<file path="src/rtl/wr_stage.sv">
// Writeback stage: buffers butterfly result pairs and serialises them onto a
// single-write-port coefficient RAM, tracking layer/transform completion.
module wr_stage #(
    parameter int DATA_W          = 12,
    parameter int ADDR_W          = 8,
    parameter int FIFO_DEPTH      = 16,
    parameter int SKID            = 6,
    parameter int PAIRS_PER_STAGE = 128
) (
    input  logic              clk,
    input  logic              rst,
    input  logic              i_e,
    input  logic              i_last_e,
    input  logic              i_done_e,
    input  logic [ADDR_W-1:0] i_addr_up_e,
    input  logic [ADDR_W-1:0] i_addr_dn_e,
    input  logic [DATA_W-1:0] i_bu_out_up_e,
    input  logic [DATA_W-1:0] i_bu_out_dn_e,
    input  logic [ADDR_W-1:0] i_chk_addr,
    output logic              o_hazard,
    output logic              o_ready,
    output logic              mem_we,
    output logic [ADDR_W-1:0] mem_waddr,
    output logic [DATA_W-1:0] mem_wdata,
    output logic              o_busy,
    output logic              o_stage_done,
    output logic              o_last_stage_done,
    output logic              o_ntt_done,
    output logic              o_overflow
);

    localparam int PW = $clog2(FIFO_DEPTH);
    localparam int CW = $clog2(FIFO_DEPTH + 1);
    localparam int LW = $clog2(PAIRS_PER_STAGE + 1);

    typedef struct packed {
        logic [ADDR_W-1:0] addr_up;
        logic [ADDR_W-1:0] addr_dn;
        logic [DATA_W-1:0] data_up;
        logic [DATA_W-1:0] data_dn;
        logic              last;
        logic              done;
    } pair_t;

    typedef enum logic [1:0] {IDLE, WR_UP, WR_DN} state_t;

    pair_t          fifo [FIFO_DEPTH];
    pair_t          hold;
    pair_t          in_pair;
    state_t         state;
    logic [PW-1:0]  wr_ptr;
    logic [PW-1:0]  rd_ptr;
    logic [CW-1:0]  count;
    logic [LW-1:0]  layer;
    logic           pop;
    logic           push;

    assign in_pair = '{addr_up: i_addr_up_e, addr_dn: i_addr_dn_e,
                       data_up: i_bu_out_up_e, data_dn: i_bu_out_dn_e,
                       last: i_last_e, done: i_done_e};

    // The writer takes a new pair only when the up/dn slots are free.
    assign pop  = ((state == IDLE) || (state == WR_DN)) && (count != '0);
    assign push = i_e && ((count != CW'(FIFO_DEPTH)) || pop);

    assign o_ready = (count <= CW'(FIFO_DEPTH - 1 - SKID));
    assign o_busy  = (count != '0) || (state != IDLE);

    always_comb begin
        logic [PW-1:0] off;
        o_hazard = 1'b0;
        for (int unsigned i = 0; i < FIFO_DEPTH; i++) begin
            off = PW'(i) - rd_ptr;
            if ((CW'(off) < count) &&
                ((fifo[i].addr_up == i_chk_addr) || (fifo[i].addr_dn == i_chk_addr)))
                o_hazard = 1'b1;
        end
        if ((state == WR_UP) && ((hold.addr_up == i_chk_addr) || (hold.addr_dn == i_chk_addr)))
            o_hazard = 1'b1;
        if ((state == WR_DN) && (hold.addr_dn == i_chk_addr))
            o_hazard = 1'b1;
    end

    always_ff @(posedge clk) begin
        if (rst) begin
            state             <= IDLE;
            wr_ptr            <= '0;
            rd_ptr            <= '0;
            count             <= '0;
            layer             <= '0;
            hold              <= '0;
            mem_we            <= 1'b0;
            mem_waddr         <= '0;
            mem_wdata         <= '0;
            o_stage_done      <= 1'b0;
            o_last_stage_done <= 1'b0;
            o_ntt_done        <= 1'b0;
            o_overflow        <= 1'b0;
        end else begin
            o_stage_done      <= 1'b0;
            o_last_stage_done <= 1'b0;
            o_ntt_done        <= 1'b0;

            if (push) begin
                fifo[wr_ptr] <= in_pair;
                wr_ptr       <= wr_ptr + 1'b1;
            end
            if (i_e && !push)
                o_overflow <= 1'b1;
            if (pop) begin
                hold   <= fifo[rd_ptr];
                rd_ptr <= rd_ptr + 1'b1;
            end
            count <= count + CW'(push) - CW'(pop);

            case (state)
                IDLE: begin
                    if (pop) begin
                        mem_we    <= 1'b1;
                        mem_waddr <= fifo[rd_ptr].addr_up;
                        mem_wdata <= fifo[rd_ptr].data_up;
                        state     <= WR_UP;
                    end else begin
                        mem_we <= 1'b0;
                    end
                end
                WR_UP: begin
                    mem_we    <= 1'b1;
                    mem_waddr <= hold.addr_dn;
                    mem_wdata <= hold.data_dn;
                    state     <= WR_DN;
                end
                WR_DN: begin
                    // A done pair clears the layer count even mid-layer.
                    if (layer == LW'(PAIRS_PER_STAGE - 1)) begin
                        layer             <= '0;
                        o_stage_done      <= 1'b1;
                        o_last_stage_done <= hold.last;
                    end else begin
                        layer <= layer + 1'b1;
                    end
                    if (hold.done) begin
                        layer      <= '0;
                        o_ntt_done <= 1'b1;
                    end
                    if (pop) begin
                        mem_we    <= 1'b1;
                        mem_waddr <= fifo[rd_ptr].addr_up;
                        mem_wdata <= fifo[rd_ptr].data_up;
                        state     <= WR_UP;
                    end else begin
                        mem_we <= 1'b0;
                        state  <= IDLE;
                    end
                end
                default: begin
                    mem_we <= 1'b0;
                    state  <= IDLE;
                end
            endcase
        end
    end

endmodule

</file>
<file path="config.mk">
export PLATFORM = sky130hd
export DESIGN_NAME = wr_stage
export DESIGN_NICKNAME = d
export VERILOG_FILES = /design/src/rtl/wr_stage.sv
export SDC_FILE = /design/constraint.sdc
export NUM_CORES = 1
export LEC_CHECK = 0
export BUFFER_PORTS_ARGS = -buffer_cell sky130_fd_sc_hd__clkbuf_2
export CORE_ASPECT_RATIO = 1.1
export CORE_UTILIZATION = 42
export CTS_CLUSTER_SIZE = 20
export DETAILED_ROUTE_END_ITERATION = 7
export PLACE_DENSITY = 0.67
export SETUP_SLACK_MARGIN = 0.15
export SLEW_MARGIN = 20
export SYNTH_ARGS = -nofsm -noshare
export SYNTH_HDL_FRONTEND = slang
export SYNTH_SLANG_ARGS = --single-unit
export TNS_END_PERCENT = 5
</file>
<file path="constraint.sdc">
create_clock -name clk -period 12.37 [get_ports clk]
set_input_delay 2.474 -clock clk [delete_from_list [all_inputs] [get_ports clk]]
set_output_delay 2.474 -clock clk [all_outputs]
set_load 0.01 [all_outputs]
</file>
==> impl_metrics.ini, run 1 <==
[detailed_routing]
dr_total_vias = 17654
first_iter_violations = 2103
vias_per_cell = 5.80
totalWireLength_um = 84500
ant_nets = 0
firstDrtPassIters = 5
wl_per_cell_um = 27.8
drc_errors = 0

[worst_setup_path]
r2r_cells = 6
end_kind = output pin
path_class = in -> out
r2r_end = hold[26]$_SDFFE_PP0P_
cp-start-kind = input pin
reg2reg_slack_ps = 8180
crit_required_ps = 9900
crit_arrival_ps = 5080
crit_path_max_fanout = 34

[power]
total_power_uw = 7050
leakage_uw = 0.0113
p_switching_uw = 2060
ir_worst_vdd_mv = 0.137
switching_share_pct = 29.2
p_int_uw = 4990
powerDensity_mw_per_mm2 = 192
pwr-share-seq_pct = 43.4
clkPwrFrac_pct = 32.8
p_comb_share_pct = 23.7

[floorplan]
die-area_mm2 = 0.0787
die_width_um = 268
core.rowCount = 106
core-area_mm2 = 0.0764
ios = 81
initial_core_util_pct = 42.7
die_h_um = 294

[place]
place_inst = 2905
gp_congestion = 0.942
place_worst_setup_slack_ps = 4860
io_buffers = 80
dp_hpwl_um = 49300

[clocking]
hold_buffers = 0
cts-root-buf = clkbuf_16
cts_buffers = 74
htree_levels = 3
cts.sinks = 754
postCtsSetupBuffers = 0
clock_path_buffers = 3
clk_pin_slew_ps = 60
post_cts_resized = 0
cts_tree = built
clk_latency_ps = 630

[yosys]
syn-mean-instance-area_um2 = 17.4
synth-edff-count = 672
synthArstFlopShare_pct = 0
synth_top_area_share_pct = 61.9
ys_warn_count = 0
synth_nets = 1975
synthCells = 1872
ys_seq_area_share_pct = 67.0
syn_area_mm2 = 0.0326
synth_seq_cells = 754
synthTopCellsByArea = edfxtp_1 (62%), mux4_2 (15%), xnor2_1 (7.4%), dfxtp_1 (5.0%), ha_1 (1.9%)
synth_cell_types = 41
synthFlopType = edfxtp_1
yosysTopAreaCell = edfxtp_1

[layout]
final_cells = 3043
fin_nets = 2058
drive_above_1_share_pct = 23.1
area_growth_pct = 12.4

[sta]
timing.final.crit_share_pct = 61.1
worst_pin_slew_ps = 1010
tns_ps = 0
post-route-min-period_ps = 7560
fmax_mhz = 132
rsz0062_at_grt = no
fin_ws_ps = 4810
hold_viol = 0
whs_ps = 459
setup_viol = 0
slew_headroom_pct = 33.0
maxSlewViolCount = 0
finalClockSkew_ps = 27.5

[flow_run]
drv_cap = 0

[global_routing]
antenna_found_initial = 5
grt_pass1_wl_um = 123000
grt-ovfl-total = 0
grt_pass1_vias = 17862
track_usage_pct = 21.7
grt_max_degree = 74

[hold_path]
holdPathStages = 2
min_from = hold[4]$_SDFFE_PP0P_
hold_class = reg -> reg
hold_end = hold[4]$_SDFFE_PP0P_

[run_status]
status = finished clean
[logic make-up after synthesis]
logic type | Yosys count | synth area share, %
and+or+nand+nor | 292 | 4.20
adders and majority gates | 50 | 1.94
AOI/OAI and AO/OA | 133 | 2.38
xor gates and xnor gates | 294 | 7.90
buffers and inverters | 136 | 2.01
muxes | 213 | 14.6
DFF | 754 | 67.0
[sequential cells by signal, indices dropped and copies added, names as in the netlist, named ones only]
signal and flops:
o_ntt_done 1, o_last_stage_done 1, wr_ptr 4, hold 30, mem_waddr 8, mem_we 1
mem_wdata 12, layer 8, rd_ptr 4, state 2, o_stage_done 1, count 5
fifo 672, o_overflow 1
[layer usage]
layer | vias up | global-route usage (%) | share of wire [%]
li1 | 7455 | - | -
met1 | 9308 | 29.1 | 40
met2 | 746 | 35.8 | 49
met3 | 137 | 3.46 | 7.0
met4 | 8 | 7.57 | 3.0
met5 | - | 0 | 0.065
[worst max-delay path, stage by stage]
cell and delay (ps):
clkbuf_2 80, buf_4 520, xor2_1 130, nor4_1 350
nand4_1 110, o311ai_0 820, nor2_1 90, nand3_1 260
clkbuf_2 180
[final cells by class]
cell class	count	area, um2
timing repair buffer	117	682
inverter	26	97.6
multi-input combinational	982	10200
antenna	2	5.00
tap	1026	1280
sequential	754	21800
fill	6315	39700
clock inverter	45	514
clock buffer	91	2000
[Yosys cell counts, drive strengths merged (5+ instances only)]
master    n
a21oi    64
nand3     5
mux4    210
xor2     19
nand2   117
nor2b     7
o21ai    27
buf      74
a311oi   17
nor2     63
nor3      6
nand2b    8
xnor2   275
dfxtp    82
inv      26
nand4    70
ha       49
o22ai    16
edfxtp  672
clkbuf   36
[cell usage in the layout (no fill, tap or decap), drive strengths merged, types with 3 or more instances in the layout]
cell,count
a311oi,17
nand4,70
nor2b,7
xnor2,275
a211oi,3
or3,4
o22ai,16
inv,27
ha,49
a21oi,64
bufinv,8
clkinvlp,5
nand3,5
edfxtp,672
nand2b,8
dfxtp,82
nand2,117
nor3,6
xor2,19
o21ai,27
nor2,63
buf,38
mux2i,3
clkbuf,170
clkinv,31
nor4,3
mux4,210
[power by group through the flow]
stage | registers, uW | logic [uW] | clock network [uW]
after detailed placement | 3120 | 1680 | 0
after CTS | 3060 | 1680 | 2340
after global routing | 3080 | 1810 | 2430
after floorplan | 3010 | 1280 | 0
after global placement | 3110 | 1650 | 0
final | 3060 | 1670 | 2320
[stage by stage]
step / util [%] / instance area, um2
6_report: 48.0 / 36600
5_1_grt: 48.0 / 36600
4_1_cts: 48.0 / 36600
3_5_place_dp: 44.7 / 34100
3_3_place_gp: 44.7 / 34100
2_1_floorplan: - / 32600
[how the worst max path moves through the flow]
stage	from	end	slack (ps)	cells past startpoint
floorplan	i_chk_addr[7]	o_hazard	5970	9
global placement	i_chk_addr[0]	o_hazard	4840	9
detailed placement	i_chk_addr[0]	o_hazard	4860	9
CTS	i_chk_addr[0]	o_hazard	4870	9
global route	i_chk_addr[0]	o_hazard	4760	9
finish	i_chk_addr[0]	o_hazard	4810	9
Power figures use the tool's default switching activity.
==> inputs of run 2 (changes only) <==
==> constraint.sdc (replaced) <==
create_clock -name clk -period 7.73 [get_ports clk]
set_input_delay 1.546 -clock clk [delete_from_list [all_inputs] [get_ports clk]]
set_output_delay 1.546 -clock clk [all_outputs]
set_load 0.01 [all_outputs]
==> run 2 against run 1 <==
  * Sequential power rose by 60%
  * Non-clock buffer count fell by 1
  * Sequential share of layout area rose by 0.12 points
  * Clock skew fell by 9.4 ps
  * Die area did not move
  * Register-to-register slack got worse by 3900 ps
  * Routed wire length rose by 1.4%
  * Utilization fell by 0.10 points
  * Critical endpoint unchanged
  * Largest cell class unchanged
  * Highest routed layer unchanged
==> impl_metrics.ini, run 2 (synthesis results as in run 1) <==
[global_routing]
grt-ovfl-total = 0
grt_max_degree = 84
antenna_found_initial = 7
grt_pass1_wl_um = 125000
track_usage_pct = 22.1
grt_pass1_vias = 18213

[clocking]
cts_tree = built
htree_levels = 3
clk_pin_slew_ps = 60
cts-root-buf = clkbuf_16
clk_latency_ps = 620
cts.sinks = 754
cts_buffers = 74
post_cts_resized = 0
hold_buffers = 0
clock_path_buffers = 3
postCtsSetupBuffers = 0

[run_status]
status = finished clean

[floorplan]
die-area_mm2 = 0.0787
core.rowCount = 106
ios = 81
initial_core_util_pct = 42.7
core-area_mm2 = 0.0764
die_h_um = 294
die_width_um = 268

[detailed_routing]
dr_total_vias = 17641
totalWireLength_um = 85700
firstDrtPassIters = 7
ant_nets = 0
wl_per_cell_um = 28.2
drc_errors = 0
vias_per_cell = 5.80
first_iter_violations = 1911

[sta]
hold_viol = 0
fmax_mhz = 170
rsz0062_at_grt = no
worst_pin_slew_ps = 1110
setup_viol = 0
timing.final.crit_share_pct = 75.9
post-route-min-period_ps = 5870
maxSlewViolCount = 0
finalClockSkew_ps = 18.1
slew_headroom_pct = 26.3
tns_ps = 0

[hold_path]
hold_class = reg -> reg
min_from = hold[9]$_SDFFE_PP0P_

[flow_run]
drv_cap = 0

[layout]
area_growth_pct = 12.2
reg.largest.list = fifo (672), hold (30), mem_wdata (12)
final_util_pct = 47.9
fin_nets = 2057
layout_common_cells = edfxtp_1 (672), xnor2_1 (275), mux4_2 (210)
final_common_cell = edfxtp_1
top_register = fifo
largest_reg_flops = 672
drive_above_1_share_pct = 22.8
n_fill_cell = 6350
final_cells = 3041

[place]
dp_hpwl_um = 50700
io_buffers = 80
gp_congestion = 0.962
place_inst = 2904

[power]
total_power_uw = 11200
leakage_uw = 0.0113
powerDensity_mw_per_mm2 = 306
ir_worst_vdd_mv = 0.196

[worst_setup_path]
end_kind = output pin
critPathLaunch = i_chk_addr[0]
crit_required_ps = 6180
r2r_end = fifo[4][34]$_DFFE_PP_
cp-endpoint = o_hazard
crit_path_max_fanout = 18
path_class = in -> out
r2r_cells = 8
cp-start-kind = input pin
crit_arrival_ps = 4320
r2r-start = count[3]$_SDFF_PP0_
reg2reg_slack_ps = 4230
## run 2: changes by cell type in the layout (fill, tap and decap cells not counted), moves of 3 or more
cell / change
clkinv_2: -6
clkbuf_1: +3
clkbuf_8: +5
clkinvlp_4: -3
## run 2: worst min path at each step
stage / to / slack [ps] / depth (start not counted)
after floorplan: o_last_stage_done$_SDFF_PP0_ / 430 / 1
after global placement: hold[4]$_SDFFE_PP0P_ / 440 / 2
after detailed placement: hold[9]$_SDFFE_PP0P_ / 460 / 2
after CTS: hold[10]$_SDFFE_PP0P_ / 470 / 2
after global routing: hold[6]$_SDFFE_PP0P_ / 480 / 2
final: hold[9]$_SDFFE_PP0P_ / 470 / 2
## run 2: worst max-delay path: stages
cell      delay [ps]
clkbuf_2         440
buf_4            430
xor2_1           120
nor4_1           360
nand4_1          130
o311ai_0         750
nor2_1            80
nand3_1          250
clkbuf_2         180
## run 2: routing by layer
| layer | track usage (%) | wire length, um |
|---|---|---|
| met4 | 7.86 | 2630 |
| met5 | 0 | 41 |
| met3 | 3.32 | 6230 |
| met1 | 29.9 | 34500 |
| met2 | 36.3 | 42300 |
## run 2: report_power, final
part	switching, uW	total (uW)	internal (uW)	leakage [uW]
Combinational	1460	2690	1240	0.00339
Sequential	269	4890	4620	0.00673
Clock	1520	3610	2090	0.00119
Total	3250	11200	7940	0.0113
## run 2: stage by stage
stage               area (um2)  hold WS (ps)  setup slack, ps
floorplan                32600           430             2310
global placement         34100           444             1880
detailed placement       34100           456             1930
CTS                      36600           468             1920
global route             36600           484             1860
finish                   36600           466             1860
## run 2: layout make-up
type | count | area, um2 | area share, %
Antenna cell | 3 | 7.51 | 0.0205
Clock buffer | 99 | 2060 | 5.63
Clock inverter | 35 | 370 | 1.01
Inverter | 26 | 97.6 | 0.267
Multi-Input combinational cell | 982 | 10200 | 28.0
Sequential cell | 754 | 21800 | 59.7
Tap cell | 1026 | 1280 | 3.51
Timing Repair Buffer | 116 | 687 | 1.88
